File: src/rtl/axi_arb_pkg.sv
// Shared types and constants for the two-requester AXI4-Lite arbiter.
package axi_arb_pkg;

  typedef enum logic [2:0] {
    StIdle,
    StWrAddr,
    StWrResp,
    StRdAddr,
    StRdResp
  } arb_state_e;

  localparam logic [1:0] AXI_RESP_OKAY   = 2'b00;
  localparam logic [1:0] AXI_RESP_SLVERR = 2'b10;

  localparam int unsigned DEFAULT_TIMEOUT_CYCLES = 1024;

endpackage

File: src/rtl/axi4_lite_if.sv
// AXI4-Lite bundle with master/slave views.
interface axi4_lite_if #(
  parameter int unsigned ADDR_WIDTH = 32,
  parameter int unsigned DATA_WIDTH = 32
);
  logic [ADDR_WIDTH-1:0]   awaddr;
  logic [2:0]              awprot;
  logic                    awvalid;
  logic                    awready;
  logic [DATA_WIDTH-1:0]   wdata;
  logic [DATA_WIDTH/8-1:0] wstrb;
  logic                    wvalid;
  logic                    wready;
  logic [1:0]              bresp;
  logic                    bvalid;
  logic                    bready;
  logic [ADDR_WIDTH-1:0]   araddr;
  logic [2:0]              arprot;
  logic                    arvalid;
  logic                    arready;
  logic [DATA_WIDTH-1:0]   rdata;
  logic [1:0]              rresp;
  logic                    rvalid;
  logic                    rready;

  modport master (
    output awaddr, awprot, awvalid, wdata, wstrb, wvalid, bready, araddr, arprot, arvalid, rready,
    input  awready, wready, bresp, bvalid, arready, rdata, rresp, rvalid
  );

  modport slave (
    input  awaddr, awprot, awvalid, wdata, wstrb, wvalid, bready, araddr, arprot, arvalid, rready,
    output awready, wready, bresp, bvalid, arready, rdata, rresp, rvalid
  );
endinterface

File: src/rtl/axi_arb_watchdog.sv
// Response watchdog: counts cycles of an active grant and latches a sticky
// expiry flag once TIMEOUT_CYCLES is reached.
module axi_arb_watchdog #(
  parameter int unsigned TIMEOUT_CYCLES = 1024
) (
  input  logic clk,
  input  logic rst,
  input  logic start,
  input  logic running,
  input  logic clear,
  output logic expired
);
  localparam int unsigned CntW = $clog2(TIMEOUT_CYCLES + 1);
  localparam logic [CntW-1:0] CntLimit = CntW'(TIMEOUT_CYCLES);
  localparam logic [CntW-1:0] CntLast  = CntW'(TIMEOUT_CYCLES - 1);

  logic [CntW-1:0] cnt_q;
  logic            expired_q;

  always_ff @(posedge clk or posedge rst) begin
    if (rst) begin
      cnt_q     <= '0;
      expired_q <= 1'b0;
    end else begin
      if (start) begin
        cnt_q <= '0;
      end else if (running && (cnt_q != CntLimit)) begin
        cnt_q <= cnt_q + 1'b1;
      end
      // Flag rises on the edge where the count reaches the limit.
      if (clear) begin
        expired_q <= 1'b0;
      end else if (running && (cnt_q == CntLast)) begin
        expired_q <= 1'b1;
      end
    end
  end

  assign expired = expired_q;

endmodule

File: src/rtl/axi4_lite_arbiter_2to1.sv
// Round-robin 2:1 AXI4-Lite arbiter, one outstanding transaction, combinational
// pass-through of the granted requester to the shared slave port.
module axi4_lite_arbiter_2to1
  import axi_arb_pkg::*;
#(
  parameter int unsigned ADDR_WIDTH     = 32,
  parameter int unsigned DATA_WIDTH     = 32,
  parameter int unsigned TIMEOUT_CYCLES = DEFAULT_TIMEOUT_CYCLES,
  parameter int unsigned CNT_WIDTH      = 16
) (
  input  logic                 clk,
  input  logic                 rst,
  axi4_lite_if.slave           s0,
  axi4_lite_if.slave           s1,
  axi4_lite_if.master          m,
  input  logic                 clear_status,
  output logic                 arb_busy,
  output logic                 arb_owner,
  output logic                 timeout_err,
  output logic [CNT_WIDTH-1:0] grant_count0,
  output logic [CNT_WIDTH-1:0] grant_count1
);
  arb_state_e           state_q;
  logic                 owner_q, aw_done_q, w_done_q;
  logic [CNT_WIDTH-1:0] cnt0_q, cnt1_q;

  logic [1:0] awvalid_s, wvalid_s, arvalid_s, bready_s, rready_s, req;
  logic [1:0] awready_s, wready_s, arready_s, bvalid_s, rvalid_s;
  logic [ADDR_WIDTH-1:0]   awaddr_s [2];
  logic [ADDR_WIDTH-1:0]   araddr_s [2];
  logic [2:0]              awprot_s [2];
  logic [2:0]              arprot_s [2];
  logic [DATA_WIDTH-1:0]   wdata_s  [2];
  logic [DATA_WIDTH/8-1:0] wstrb_s  [2];
  logic [DATA_WIDTH-1:0]   rdata_s  [2];
  logic [1:0]              bresp_s  [2];
  logic [1:0]              rresp_s  [2];
  logic grant, grant_sel, aw_hs, w_hs, ar_hs, done_hs;

  assign awvalid_s = {s1.awvalid, s0.awvalid};
  assign wvalid_s  = {s1.wvalid, s0.wvalid};
  assign arvalid_s = {s1.arvalid, s0.arvalid};
  assign bready_s  = {s1.bready, s0.bready};
  assign rready_s  = {s1.rready, s0.rready};
  assign awaddr_s  = '{s0.awaddr, s1.awaddr};
  assign araddr_s  = '{s0.araddr, s1.araddr};
  assign awprot_s  = '{s0.awprot, s1.awprot};
  assign arprot_s  = '{s0.arprot, s1.arprot};
  assign wdata_s   = '{s0.wdata, s1.wdata};
  assign wstrb_s   = '{s0.wstrb, s1.wstrb};

  assign s0.awready = awready_s[0];
  assign s0.wready  = wready_s[0];
  assign s0.arready = arready_s[0];
  assign s0.bvalid  = bvalid_s[0];
  assign s0.bresp   = bresp_s[0];
  assign s0.rvalid  = rvalid_s[0];
  assign s0.rdata   = rdata_s[0];
  assign s0.rresp   = rresp_s[0];
  assign s1.awready = awready_s[1];
  assign s1.wready  = wready_s[1];
  assign s1.arready = arready_s[1];
  assign s1.bvalid  = bvalid_s[1];
  assign s1.bresp   = bresp_s[1];
  assign s1.rvalid  = rvalid_s[1];
  assign s1.rdata   = rdata_s[1];
  assign s1.rresp   = rresp_s[1];

  // A requester with both AW and AR pending is routed to the write path first.
  assign req       = awvalid_s | arvalid_s;
  assign grant     = (state_q == StIdle) && (req != 2'b00);
  assign grant_sel = (&req) ? ~owner_q : ~req[0];

  always_comb begin
    m.awaddr  = '0;
    m.awprot  = '0;
    m.awvalid = 1'b0;
    m.wdata   = '0;
    m.wstrb   = '0;
    m.wvalid  = 1'b0;
    m.bready  = 1'b0;
    m.araddr  = '0;
    m.arprot  = '0;
    m.arvalid = 1'b0;
    m.rready  = 1'b0;
    awready_s = '0;
    wready_s  = '0;
    arready_s = '0;
    bvalid_s  = '0;
    rvalid_s  = '0;
    for (int i = 0; i < 2; i++) begin
      bresp_s[i] = '0;
      rresp_s[i] = '0;
      rdata_s[i] = '0;
    end
    unique case (state_q)
      StWrAddr: begin
        m.awaddr            = awaddr_s[owner_q];
        m.awprot            = awprot_s[owner_q];
        m.awvalid           = awvalid_s[owner_q] & ~aw_done_q;
        m.wdata             = wdata_s[owner_q];
        m.wstrb             = wstrb_s[owner_q];
        m.wvalid            = wvalid_s[owner_q] & ~w_done_q;
        awready_s[owner_q]  = m.awready & ~aw_done_q;
        wready_s[owner_q]   = m.wready & ~w_done_q;
      end
      StWrResp: begin
        m.bready          = bready_s[owner_q];
        bvalid_s[owner_q] = m.bvalid;
        bresp_s[owner_q]  = m.bresp;
      end
      StRdAddr: begin
        m.araddr           = araddr_s[owner_q];
        m.arprot           = arprot_s[owner_q];
        m.arvalid          = arvalid_s[owner_q];
        arready_s[owner_q] = m.arready;
      end
      StRdResp: begin
        m.rready          = rready_s[owner_q];
        rvalid_s[owner_q] = m.rvalid;
        rdata_s[owner_q]  = m.rdata;
        rresp_s[owner_q]  = m.rresp;
      end
      default: ;
    endcase
  end

  assign aw_hs   = m.awvalid & m.awready;
  assign w_hs    = m.wvalid & m.wready;
  assign ar_hs   = m.arvalid & m.arready;
  assign done_hs = (m.bvalid & m.bready) | (m.rvalid & m.rready);

  always_ff @(posedge clk or posedge rst) begin
    if (rst) begin
      state_q   <= StIdle;
      owner_q   <= 1'b1;
      aw_done_q <= 1'b0;
      w_done_q  <= 1'b0;
      cnt0_q    <= '0;
      cnt1_q    <= '0;
    end else begin
      unique case (state_q)
        StIdle: begin
          if (grant) begin
            owner_q <= grant_sel;
            state_q <= awvalid_s[grant_sel] ? StWrAddr : StRdAddr;
          end
        end
        StWrAddr: begin
          if ((aw_done_q | aw_hs) && (w_done_q | w_hs)) begin
            state_q   <= StWrResp;
            aw_done_q <= 1'b0;
            w_done_q  <= 1'b0;
          end else begin
            aw_done_q <= aw_done_q | aw_hs;
            w_done_q  <= w_done_q | w_hs;
          end
        end
        StWrResp: if (m.bvalid && m.bready) state_q <= StIdle;
        StRdAddr: if (ar_hs) state_q <= StRdResp;
        StRdResp: if (m.rvalid && m.rready) state_q <= StIdle;
        default:  state_q <= StIdle;
      endcase

      if (clear_status) begin
        cnt0_q <= '0;
        cnt1_q <= '0;
      end else if (done_hs) begin
        if (!owner_q && (cnt0_q != '1)) cnt0_q <= cnt0_q + 1'b1;
        if (owner_q && (cnt1_q != '1))  cnt1_q <= cnt1_q + 1'b1;
      end
    end
  end

  axi_arb_watchdog #(
    .TIMEOUT_CYCLES(TIMEOUT_CYCLES)
  ) u_watchdog (
    .clk    (clk),
    .rst    (rst),
    .start  (grant),
    .running(state_q != StIdle),
    .clear  (clear_status),
    .expired(timeout_err)
  );

  assign arb_busy     = (state_q != StIdle);
  assign arb_owner    = owner_q;
  assign grant_count0 = cnt0_q;
  assign grant_count1 = cnt1_q;

endmodule

File: src/flat_wrapper.sv
// flat-port wrapper written by rule: the top's interface ports become plain ports
module axi4_lite_arbiter_2to1_flat import axi_arb_pkg::*;
#(
  parameter int unsigned ADDR_WIDTH     = 32,
  parameter int unsigned DATA_WIDTH     = 32,
  parameter int unsigned TIMEOUT_CYCLES = DEFAULT_TIMEOUT_CYCLES,
  parameter int unsigned CNT_WIDTH      = 16
)
  (clk, rst, clear_status, arb_busy, arb_owner, timeout_err, grant_count0, grant_count1, s0_awaddr, s0_awprot, s0_awvalid, s0_wdata, s0_wstrb, s0_wvalid, s0_bready, s0_araddr, s0_arprot, s0_arvalid, s0_rready, s0_awready, s0_wready, s0_bresp, s0_bvalid, s0_arready, s0_rdata, s0_rresp, s0_rvalid, s1_awaddr, s1_awprot, s1_awvalid, s1_wdata, s1_wstrb, s1_wvalid, s1_bready, s1_araddr, s1_arprot, s1_arvalid, s1_rready, s1_awready, s1_wready, s1_bresp, s1_bvalid, s1_arready, s1_rdata, s1_rresp, s1_rvalid, m_awaddr, m_awprot, m_awvalid, m_wdata, m_wstrb, m_wvalid, m_bready, m_araddr, m_arprot, m_arvalid, m_rready, m_awready, m_wready, m_bresp, m_bvalid, m_arready, m_rdata, m_rresp, m_rvalid);
  axi4_lite_if #(.ADDR_WIDTH(ADDR_WIDTH), .DATA_WIDTH(DATA_WIDTH)) s0_i ();
  axi4_lite_if #(.ADDR_WIDTH(ADDR_WIDTH), .DATA_WIDTH(DATA_WIDTH)) s1_i ();
  axi4_lite_if #(.ADDR_WIDTH(ADDR_WIDTH), .DATA_WIDTH(DATA_WIDTH)) m_i ();
  input  logic clk;
  input  logic rst;
  input  logic clear_status;
  output logic arb_busy;
  output logic arb_owner;
  output logic timeout_err;
  output logic [CNT_WIDTH-1:0] grant_count0;
  output logic [CNT_WIDTH-1:0] grant_count1;
  input wire logic [$bits(s0_i.awaddr)-1:0] s0_awaddr;
  input wire logic [$bits(s0_i.awprot)-1:0] s0_awprot;
  input wire logic [$bits(s0_i.awvalid)-1:0] s0_awvalid;
  input wire logic [$bits(s0_i.wdata)-1:0] s0_wdata;
  input wire logic [$bits(s0_i.wstrb)-1:0] s0_wstrb;
  input wire logic [$bits(s0_i.wvalid)-1:0] s0_wvalid;
  input wire logic [$bits(s0_i.bready)-1:0] s0_bready;
  input wire logic [$bits(s0_i.araddr)-1:0] s0_araddr;
  input wire logic [$bits(s0_i.arprot)-1:0] s0_arprot;
  input wire logic [$bits(s0_i.arvalid)-1:0] s0_arvalid;
  input wire logic [$bits(s0_i.rready)-1:0] s0_rready;
  output wire logic [$bits(s0_i.awready)-1:0] s0_awready;
  output wire logic [$bits(s0_i.wready)-1:0] s0_wready;
  output wire logic [$bits(s0_i.bresp)-1:0] s0_bresp;
  output wire logic [$bits(s0_i.bvalid)-1:0] s0_bvalid;
  output wire logic [$bits(s0_i.arready)-1:0] s0_arready;
  output wire logic [$bits(s0_i.rdata)-1:0] s0_rdata;
  output wire logic [$bits(s0_i.rresp)-1:0] s0_rresp;
  output wire logic [$bits(s0_i.rvalid)-1:0] s0_rvalid;
  input wire logic [$bits(s1_i.awaddr)-1:0] s1_awaddr;
  input wire logic [$bits(s1_i.awprot)-1:0] s1_awprot;
  input wire logic [$bits(s1_i.awvalid)-1:0] s1_awvalid;
  input wire logic [$bits(s1_i.wdata)-1:0] s1_wdata;
  input wire logic [$bits(s1_i.wstrb)-1:0] s1_wstrb;
  input wire logic [$bits(s1_i.wvalid)-1:0] s1_wvalid;
  input wire logic [$bits(s1_i.bready)-1:0] s1_bready;
  input wire logic [$bits(s1_i.araddr)-1:0] s1_araddr;
  input wire logic [$bits(s1_i.arprot)-1:0] s1_arprot;
  input wire logic [$bits(s1_i.arvalid)-1:0] s1_arvalid;
  input wire logic [$bits(s1_i.rready)-1:0] s1_rready;
  output wire logic [$bits(s1_i.awready)-1:0] s1_awready;
  output wire logic [$bits(s1_i.wready)-1:0] s1_wready;
  output wire logic [$bits(s1_i.bresp)-1:0] s1_bresp;
  output wire logic [$bits(s1_i.bvalid)-1:0] s1_bvalid;
  output wire logic [$bits(s1_i.arready)-1:0] s1_arready;
  output wire logic [$bits(s1_i.rdata)-1:0] s1_rdata;
  output wire logic [$bits(s1_i.rresp)-1:0] s1_rresp;
  output wire logic [$bits(s1_i.rvalid)-1:0] s1_rvalid;
  output wire logic [$bits(m_i.awaddr)-1:0] m_awaddr;
  output wire logic [$bits(m_i.awprot)-1:0] m_awprot;
  output wire logic [$bits(m_i.awvalid)-1:0] m_awvalid;
  output wire logic [$bits(m_i.wdata)-1:0] m_wdata;
  output wire logic [$bits(m_i.wstrb)-1:0] m_wstrb;
  output wire logic [$bits(m_i.wvalid)-1:0] m_wvalid;
  output wire logic [$bits(m_i.bready)-1:0] m_bready;
  output wire logic [$bits(m_i.araddr)-1:0] m_araddr;
  output wire logic [$bits(m_i.arprot)-1:0] m_arprot;
  output wire logic [$bits(m_i.arvalid)-1:0] m_arvalid;
  output wire logic [$bits(m_i.rready)-1:0] m_rready;
  input wire logic [$bits(m_i.awready)-1:0] m_awready;
  input wire logic [$bits(m_i.wready)-1:0] m_wready;
  input wire logic [$bits(m_i.bresp)-1:0] m_bresp;
  input wire logic [$bits(m_i.bvalid)-1:0] m_bvalid;
  input wire logic [$bits(m_i.arready)-1:0] m_arready;
  input wire logic [$bits(m_i.rdata)-1:0] m_rdata;
  input wire logic [$bits(m_i.rresp)-1:0] m_rresp;
  input wire logic [$bits(m_i.rvalid)-1:0] m_rvalid;
  assign s0_i.awaddr = s0_awaddr;
  assign s0_i.awprot = s0_awprot;
  assign s0_i.awvalid = s0_awvalid;
  assign s0_i.wdata = s0_wdata;
  assign s0_i.wstrb = s0_wstrb;
  assign s0_i.wvalid = s0_wvalid;
  assign s0_i.bready = s0_bready;
  assign s0_i.araddr = s0_araddr;
  assign s0_i.arprot = s0_arprot;
  assign s0_i.arvalid = s0_arvalid;
  assign s0_i.rready = s0_rready;
  assign s0_awready = s0_i.awready;
  assign s0_wready = s0_i.wready;
  assign s0_bresp = s0_i.bresp;
  assign s0_bvalid = s0_i.bvalid;
  assign s0_arready = s0_i.arready;
  assign s0_rdata = s0_i.rdata;
  assign s0_rresp = s0_i.rresp;
  assign s0_rvalid = s0_i.rvalid;
  assign s1_i.awaddr = s1_awaddr;
  assign s1_i.awprot = s1_awprot;
  assign s1_i.awvalid = s1_awvalid;
  assign s1_i.wdata = s1_wdata;
  assign s1_i.wstrb = s1_wstrb;
  assign s1_i.wvalid = s1_wvalid;
  assign s1_i.bready = s1_bready;
  assign s1_i.araddr = s1_araddr;
  assign s1_i.arprot = s1_arprot;
  assign s1_i.arvalid = s1_arvalid;
  assign s1_i.rready = s1_rready;
  assign s1_awready = s1_i.awready;
  assign s1_wready = s1_i.wready;
  assign s1_bresp = s1_i.bresp;
  assign s1_bvalid = s1_i.bvalid;
  assign s1_arready = s1_i.arready;
  assign s1_rdata = s1_i.rdata;
  assign s1_rresp = s1_i.rresp;
  assign s1_rvalid = s1_i.rvalid;
  assign m_awaddr = m_i.awaddr;
  assign m_awprot = m_i.awprot;
  assign m_awvalid = m_i.awvalid;
  assign m_wdata = m_i.wdata;
  assign m_wstrb = m_i.wstrb;
  assign m_wvalid = m_i.wvalid;
  assign m_bready = m_i.bready;
  assign m_araddr = m_i.araddr;
  assign m_arprot = m_i.arprot;
  assign m_arvalid = m_i.arvalid;
  assign m_rready = m_i.rready;
  assign m_i.awready = m_awready;
  assign m_i.wready = m_wready;
  assign m_i.bresp = m_bresp;
  assign m_i.bvalid = m_bvalid;
  assign m_i.arready = m_arready;
  assign m_i.rdata = m_rdata;
  assign m_i.rresp = m_rresp;
  assign m_i.rvalid = m_rvalid;
  axi4_lite_arbiter_2to1 #(.ADDR_WIDTH(ADDR_WIDTH), .DATA_WIDTH(DATA_WIDTH), .TIMEOUT_CYCLES(TIMEOUT_CYCLES), .CNT_WIDTH(CNT_WIDTH)) u_core (.clk(clk), .rst(rst), .s0(s0_i), .s1(s1_i), .m(m_i), .clear_status(clear_status), .arb_busy(arb_busy), .arb_owner(arb_owner), .timeout_err(timeout_err), .grant_count0(grant_count0), .grant_count1(grant_count1));
endmodule
File: config.mk
export PLATFORM = sky130hd
export DESIGN_NAME = axi4_lite_arbiter_2to1_flat
export DESIGN_NICKNAME = d
export VERILOG_FILES = /design/src/rtl/axi_arb_pkg.sv /design/src/rtl/axi4_lite_if.sv /design/src/rtl/axi_arb_watchdog.sv /design/src/rtl/axi4_lite_arbiter_2to1.sv /design/src/flat_wrapper.sv
export SDC_FILE = /design/constraint.sdc
export NUM_CORES = 1
export LEC_CHECK = 0
export ABC_AREA = 1
export CAP_MARGIN = 0
export CORE_AREA = 2 2 190 192
export DETAILED_ROUTE_END_ITERATION = 8
export DIE_AREA = 0 0 192 194
export SLEW_MARGIN = 25
export SYNTH_ARGS = -nofsm -noshare
export SYNTH_HDL_FRONTEND = slang
export SYNTH_SLANG_ARGS = --single-unit
File: constraint.sdc
create_clock -name clk -period 2.29 [get_ports clk]
set_clock_uncertainty 0.15 [all_clocks]
set_input_delay 0.3435 -clock clk [delete_from_list [all_inputs] [get_ports clk]]
set_output_delay 0.3435 -clock clk [all_outputs]
set_load 0.01 [all_outputs]
# Yosys cells after proc, flatten, opt, wreduce, memory -nomap -nowiden
# Cells that the tools add are included.
dict set report word_totals {
  memories 0
  latch_bits 0
  regBits 50
  ram_bits 0
  mem_bits_ro 0
}
dict set report classes {
  shifts 0
  div 0
  mux 75
  n_lt_le_gt_ge 5
  n_addsub 3
  bitwise_logic 26
  multipliers 0
  eq_ne 13
  n_reduce_logical 24
}
# cell count
set ops {}
lappend ops {{$mux W32} 13}
lappend ops {{$mux W16} 6}
lappend ops {{$and A64 B64 Y64} 1}
lappend ops {{$mux W64} 1}
lappend ops {{$mux W3} 13}
lappend ops {{$add A16 B1 Y16 const B} 2}
lappend ops {{$demux W32 S1} 1}
lappend ops {{$ne A16 B16 Y1 const B} 2}
lappend ops {{$mux W4} 6}
lappend ops {{$mux W1} 23}
lappend ops {{$mux W11} 2}
lappend ops {{$pmux W3 S5} 1}
lappend ops {{$mux W2} 7}
lappend ops {{$reduce_bool A2 Y1} 6}
lappend ops {{$add A11 B1 Y11 const B} 1}
lappend ops {{$eq A11 B10 Y1 const B} 1}
lappend ops {{$ne A11 B11 Y1 const B} 1}
lappend ops {{$and A2 B2 Y2} 5}
lappend ops {{$logic_and A1 B1 Y1} 10}
lappend ops {{$ne A2 B1 Y1 const B} 5}
lappend ops {{$and A1 B1 Y1} 9}
lappend ops {{$and A4 B4 Y4} 2}
lappend ops {{$reduce_and A2 Y1} 4}
lappend ops {{$eq A3 B2 Y1 const B} 2}
lappend ops {{other kinds (16)} 22}

# Depth between registers and ports, before layout
dict set report depth {
  ltp_word 9
  depth_mapped 10
}

# Modules after synthesis
# From an unflattened synthesis, not the netlist that was laid out.
dict set report hier_totals {
  hier_cells 1078
  hier_area_um2 5660.4
}
# mod cells_per_inst area_per_inst_um2 n_inst seq_area_each_um2
set modules_own_cells {}
lappend modules_own_cells {axi4_lite_arbiter_2to1 972 4888.4 1 952.2}
lappend modules_own_cells {axi_arb_watchdog 106 772.0 1 300.3}

# Worst setup path before layout
# Ideal clock, no wire load.
dict set report synth_path {
  path_kind {register -> output}
  from {register u_core.owner_q (netlist: u_core.arb_owner)}
  to {output port m_awaddr[26]}
  setup_slack_ns 0.275
  arrival_ns 1.521
  path_stages_with_launch 6
  n_path_buf 3
  path_cell_list {dfstp_2 -> buf_2 -> buf_2 -> buf_1 -> nand2_1 -> a21oi_1}
}
dict set report synth_via {
  elab_chain_len 5
}
# item line
set synth_lines {}
lappend synth_lines {{start, declared} axi4_lite_arbiter_2to1.sv:24} ;# logic owner_q, aw_done_q, w_done_q;
lappend synth_lines {{start signal, assigned} axi4_lite_arbiter_2to1.sv:145} ;# owner_q <= grant_sel;
lappend synth_lines {{$not A1 Y2 (not written as such)} axi4_lite_arbiter_2to1.sv:98} ;# m.awaddr = awaddr_s[owner_q];
lappend synth_lines {{$mux W32 (not written as such) (3 in a row)} axi4_lite_arbiter_2to1.sv:98}
lappend synth_lines {{$mux W32} axi4_lite_arbiter_2to1.sv:96} ;# unique case (state_q)
lappend synth_lines {{end, declared} flat_wrapper.sv:59} ;# output wire logic [$bits(m_i.awaddr)-1:0] m_awaddr;
# No other way between the ends. The select of a mux whose other input is x is not followed.

# Worst setup path in the final report
dict set report layout_path {
  from {register u_core.owner_q (netlist: u_core.arb_owner)}
  to {output port m_awaddr[21]}
}
# The elaborated chain is that of the path after synthesis.

==> impl_metrics.yaml <==
synthesis:
  syn-instance-count: 1031
  synth_enable_flop_cells: 0
  yosys.area.top_type_share_pct: 29.6
  synth.area.top_cells: "sky130_fd_sc_hd__nand2_1, sky130_fd_sc_hd__dfrtp_1, sky130_fd_sc_hd__nor2_1"
  avgSynthCellArea_um2: 5.31
  ys_top_cells_by_count: "sky130_fd_sc_hd__nand2_1, sky130_fd_sc_hd__nor2_1, sky130_fd_sc_hd__inv_1"
  synth_largest_area_cell: "sky130_fd_sc_hd__nand2_1"
  ys.warnings.count: 0
  yosys.cell_count.top_type: "sky130_fd_sc_hd__nand2_1"
  synth_nets: 1301
  netlist_area_um2: 5470
  ys_types: 31
  ys_dominant_reg_cell: "sky130_fd_sc_hd__dfrtp_1"
  ys_async_sr_fraction_pct: 100
  flip_flop_and_latch_count_after_synthesis: 50
  part_of_the_yosys_area_used_for_sequential_elements_pct: 22.9
cts:
  tritoncts: "built"
  cts_hold_repair.buffers: 0
  cts.sinks: 50
  h_tree_depth_reported_by_cts: 2
  ctsLongestPathBuffers: 2
  tritoncts.num_buffers: 5
  cts.clk_slew.worst_paths_ns: 0.08
  clockRootBuffer: "sky130_fd_sc_hd__clkbuf_16"
  skew_pair_late_insertion_delay_ns: 0.29
grt:
  number_of_global_route_vias_before_repair: 8317
  global_route_wire_length_before_repair_um: 58800
  overflow: 0
  grt_max_degree: 51
  gr-usage-all-layers_pct: 22.0
  antenna_found_initial: 49
power_and_ir_drop:
  power_frac_comb_pct: 79.7
  net-switching-power_uw: 4830
  ir_worst_vdd_v: 0.000510
  power.share.clock_pct: 8.8
  power_uw: 10200
  power-per-cell-area_nw_per_um2: 805
  switching_share_pct: 47.2
  seqPwrFrac_pct: 11.6
  leakage_component_of_the_power_uw: 0.00615
  power_report.internal_total_uw: 5390
final_layout:
  synthToLayoutAreaGrowth_pct: 132
  postLayoutCellArea_um2: 12700
  drive_gt1_share_pct: 26.8
  layout.nets: 1860
  final_cell_count_no_fill: 2065
critical_path:
  critPathMaxFanout: 6
  critPathMostFrequentCell: "sky130_fd_sc_hd__buf_12"
  setup.worst_path.class: "flop to output port"
  timing.critical_path.required_ns: 1.80
  worst_path_largest_cell_delay_ns: 0.68
  critPathSlowestCell: "sky130_fd_sc_hd__dfstp_4"
  worstRegToRegCells: 11
  worstSetupEndpointType: "output port"
  worst_setup_path_start_kind: "flop"
  crit_path_cell_trace: "buf_12 -> buf_8 -> buf_12 -> buf_16 -> buf_6 -> nand2_4 -> a21oi_2 -> buf_2"
  critical_path_arrival_ns: 1.89
placed_design:
  hpwl_um: 35400
  final_wtd_congestion: 0.918
  io_buffer_count: 493
  postPlaceCellArea_um2: 11400
  place_inst: 1989
floorplan:
  die_h_um: 194
  initial_util_pct: 15.5
  core-area_um2: 35200
  fp.dieW_um: 192
  floorplan.die_area_um2: 37200
  pin_count: 494
  row_count: 69
sta:
  setup_slack_ns: -0.0895
  rsz0062_at_grt: "true"
  fin_tns_setup_ns: -1.47
  hold_viol_final: 0
  timing.hold.ws_ns: 0.258
  timing.final.max_slew_violations: 0
  relSlewSlack_pct: 65.3
  timing.final.crit_period_ns: 2.38
  post-route-period-util_pct: 104
  setup-violations-final: 55
  slew_worst_pin_ns: 0.516
  fmaxAchievable_mhz: 420
min_path:
  worstHoldPathType: "primary input to async pin"
flow_run:
  drv_cap: 0
drt:
  drc_violations_left: 0
  postRouteAntennaNets: 0
  route.detailed.vias_per_inst: 4.30
  routed_wl_um: 43700
  detailedRoute.firstIterationViolations: 494
  detail_route.wl_per_cell_um: 21.2
  first_pass_iters: 4
  detailroute.via_count: 8871
outcome:
  failed_checks: "negative setup slack"
  result_of_the_run: "finished, violations left"
## path summary, 6_finish.rpt
check,endpoint,slack (ns),start
setup / recovery,m_awaddr[21],-0.09,u_core.arb_owner$_DFFE_PP1P_
hold / removal,u_core.grant_count0[14]$_DFFE_PP0P_,0.26,rst
setup reg to reg,u_core.state_q[0]$_DFFE_PP0P_,0.16,u_core.arb_owner$_DFFE_PP1P_
hold reg to reg,u_core.u_watchdog.cnt_q[9]$_DFFE_PP0P_,0.35,u_core.u_watchdog.cnt_q[9]$_DFFE_PP0P_
max in group asynchronous,u_core.arb_owner$_DFFE_PP1P_,1.42,rst
min in group clk,u_core.u_watchdog.cnt_q[9]$_DFFE_PP0P_,0.35,u_core.u_watchdog.cnt_q[9]$_DFFE_PP0P_
## metal layers
metal	global-route usage, %	part of all wire [%]	vias up
li1	-	-	4319
met1	25.2	40	4049
met2	33.8	43	366
met3	16.0	16	83
met4	3.11	1.0	54
met5	0	0.77	-
## layout by cell type (no fill, tap or decap), types with 3 or more instances in the layout
cell type,count
sky130_fd_sc_hd__ha_1,4
sky130_fd_sc_hd__nand2_4,21
sky130_fd_sc_hd__clkbuf_2,12
sky130_fd_sc_hd__nor2_2,7
sky130_fd_sc_hd__nand2_1,379
sky130_fd_sc_hd__xor2_1,11
sky130_fd_sc_hd__a21oi_1,34
sky130_fd_sc_hd__nand3_1,56
sky130_fd_sc_hd__or2_2,15
sky130_fd_sc_hd__clkdlybuf4s15_1,26
sky130_fd_sc_hd__clkdlybuf4s15_2,32
sky130_fd_sc_hd__nand2_2,34
sky130_fd_sc_hd__nor3_4,4
sky130_fd_sc_hd__nor2_1,108
sky130_fd_sc_hd__buf_8,4
sky130_fd_sc_hd__a21oi_2,38
sky130_fd_sc_hd__nor2_4,10
sky130_fd_sc_hd__inv_1,110
sky130_fd_sc_hd__diode_2,13
sky130_fd_sc_hd__buf_16,12
sky130_fd_sc_hd__dlygate4sd2_1,11
sky130_fd_sc_hd__inv_2,8
sky130_fd_sc_hd__buf_12,34
sky130_fd_sc_hd__clkdlybuf4s50_1,298
sky130_fd_sc_hd__nand4_1,14
sky130_fd_sc_hd__buf_6,26
sky130_fd_sc_hd__dfrtp_1,48
sky130_fd_sc_hd__and2_1,3
sky130_fd_sc_hd__buf_2,90
sky130_fd_sc_hd__o21ai_0,14
sky130_fd_sc_hd__buf_4,52
sky130_fd_sc_hd__clkbuf_16,9
sky130_fd_sc_hd__o21ai_1,29
sky130_fd_sc_hd__nor3_1,15
## power by group through the flow
stage               Sequential, uW  Clock [uW]  Combinational, uW
floorplan                     1180           0               2800
global placement              1240           0               6220
detailed placement            1240           0               6270
CTS                           1190         924               7680
global route                  1200         958               8770
finish                        1180         895               8140
## cell type report
class,count,area (um^2)
multi-input combinational,810,4090
sequential,50,1260
inverter,121,464
antenna,13,32.5
clock inverter,3,48.8
fill,3789,22500
timing repair buffer,602,6100
tap,461,577
clock buffer,5,125
## state kept, by name, indices dropped and copies added (netlist names)
register / flops
u_core.arb_owner: 1
u_core.aw_done_q: 1
u_core.grant_count0: 16
u_core.grant_count1: 16
u_core.state_q: 3
u_core.u_watchdog.cnt_q: 11
u_core.u_watchdog.expired: 1
u_core.w_done_q: 1
## worst max-delay path, delay by kind of cell, from the launching register on
family | cells | cell delay [ns]
flip-flops | 1 | 0.68
AND/OR/NAND/NOR | 1 | 0.04
buffers and inverters | 6 | 0.73
AO/OA/AOI/OAI | 1 | 0.13
## kinds of logic after synthesis
family / Yosys count / share of synthesized area (%)
adders and majority gates: 4 / 0.915
AOI/OAI and AO/OA: 122 / 11.3
buffers and inverters: 172 / 12.7
and+or+nand+nor: 672 / 50.4
xor gates and xnor gates: 11 / 1.76
DFF: 50 / 22.9
## per-stage QoR
step,setup WS [ns],utilization (%)
floorplan,0.275,-
global placement,-0.256,32.5
detailed placement,-0.213,32.5
CTS,-0.140,35.0
global route,-0.143,36.0
finish,-0.0895,36.0
## repair_timing
item / 4_1_cts / 5_1_grt
pin swaps: 41 / 33
setup endpoints to repair: 224 / 196
gates cloned: 13 / 5
resized for setup: 680 / 155
setup buffers: 34 / 7
No activity file was read; power rests on OpenSTA's default activity.
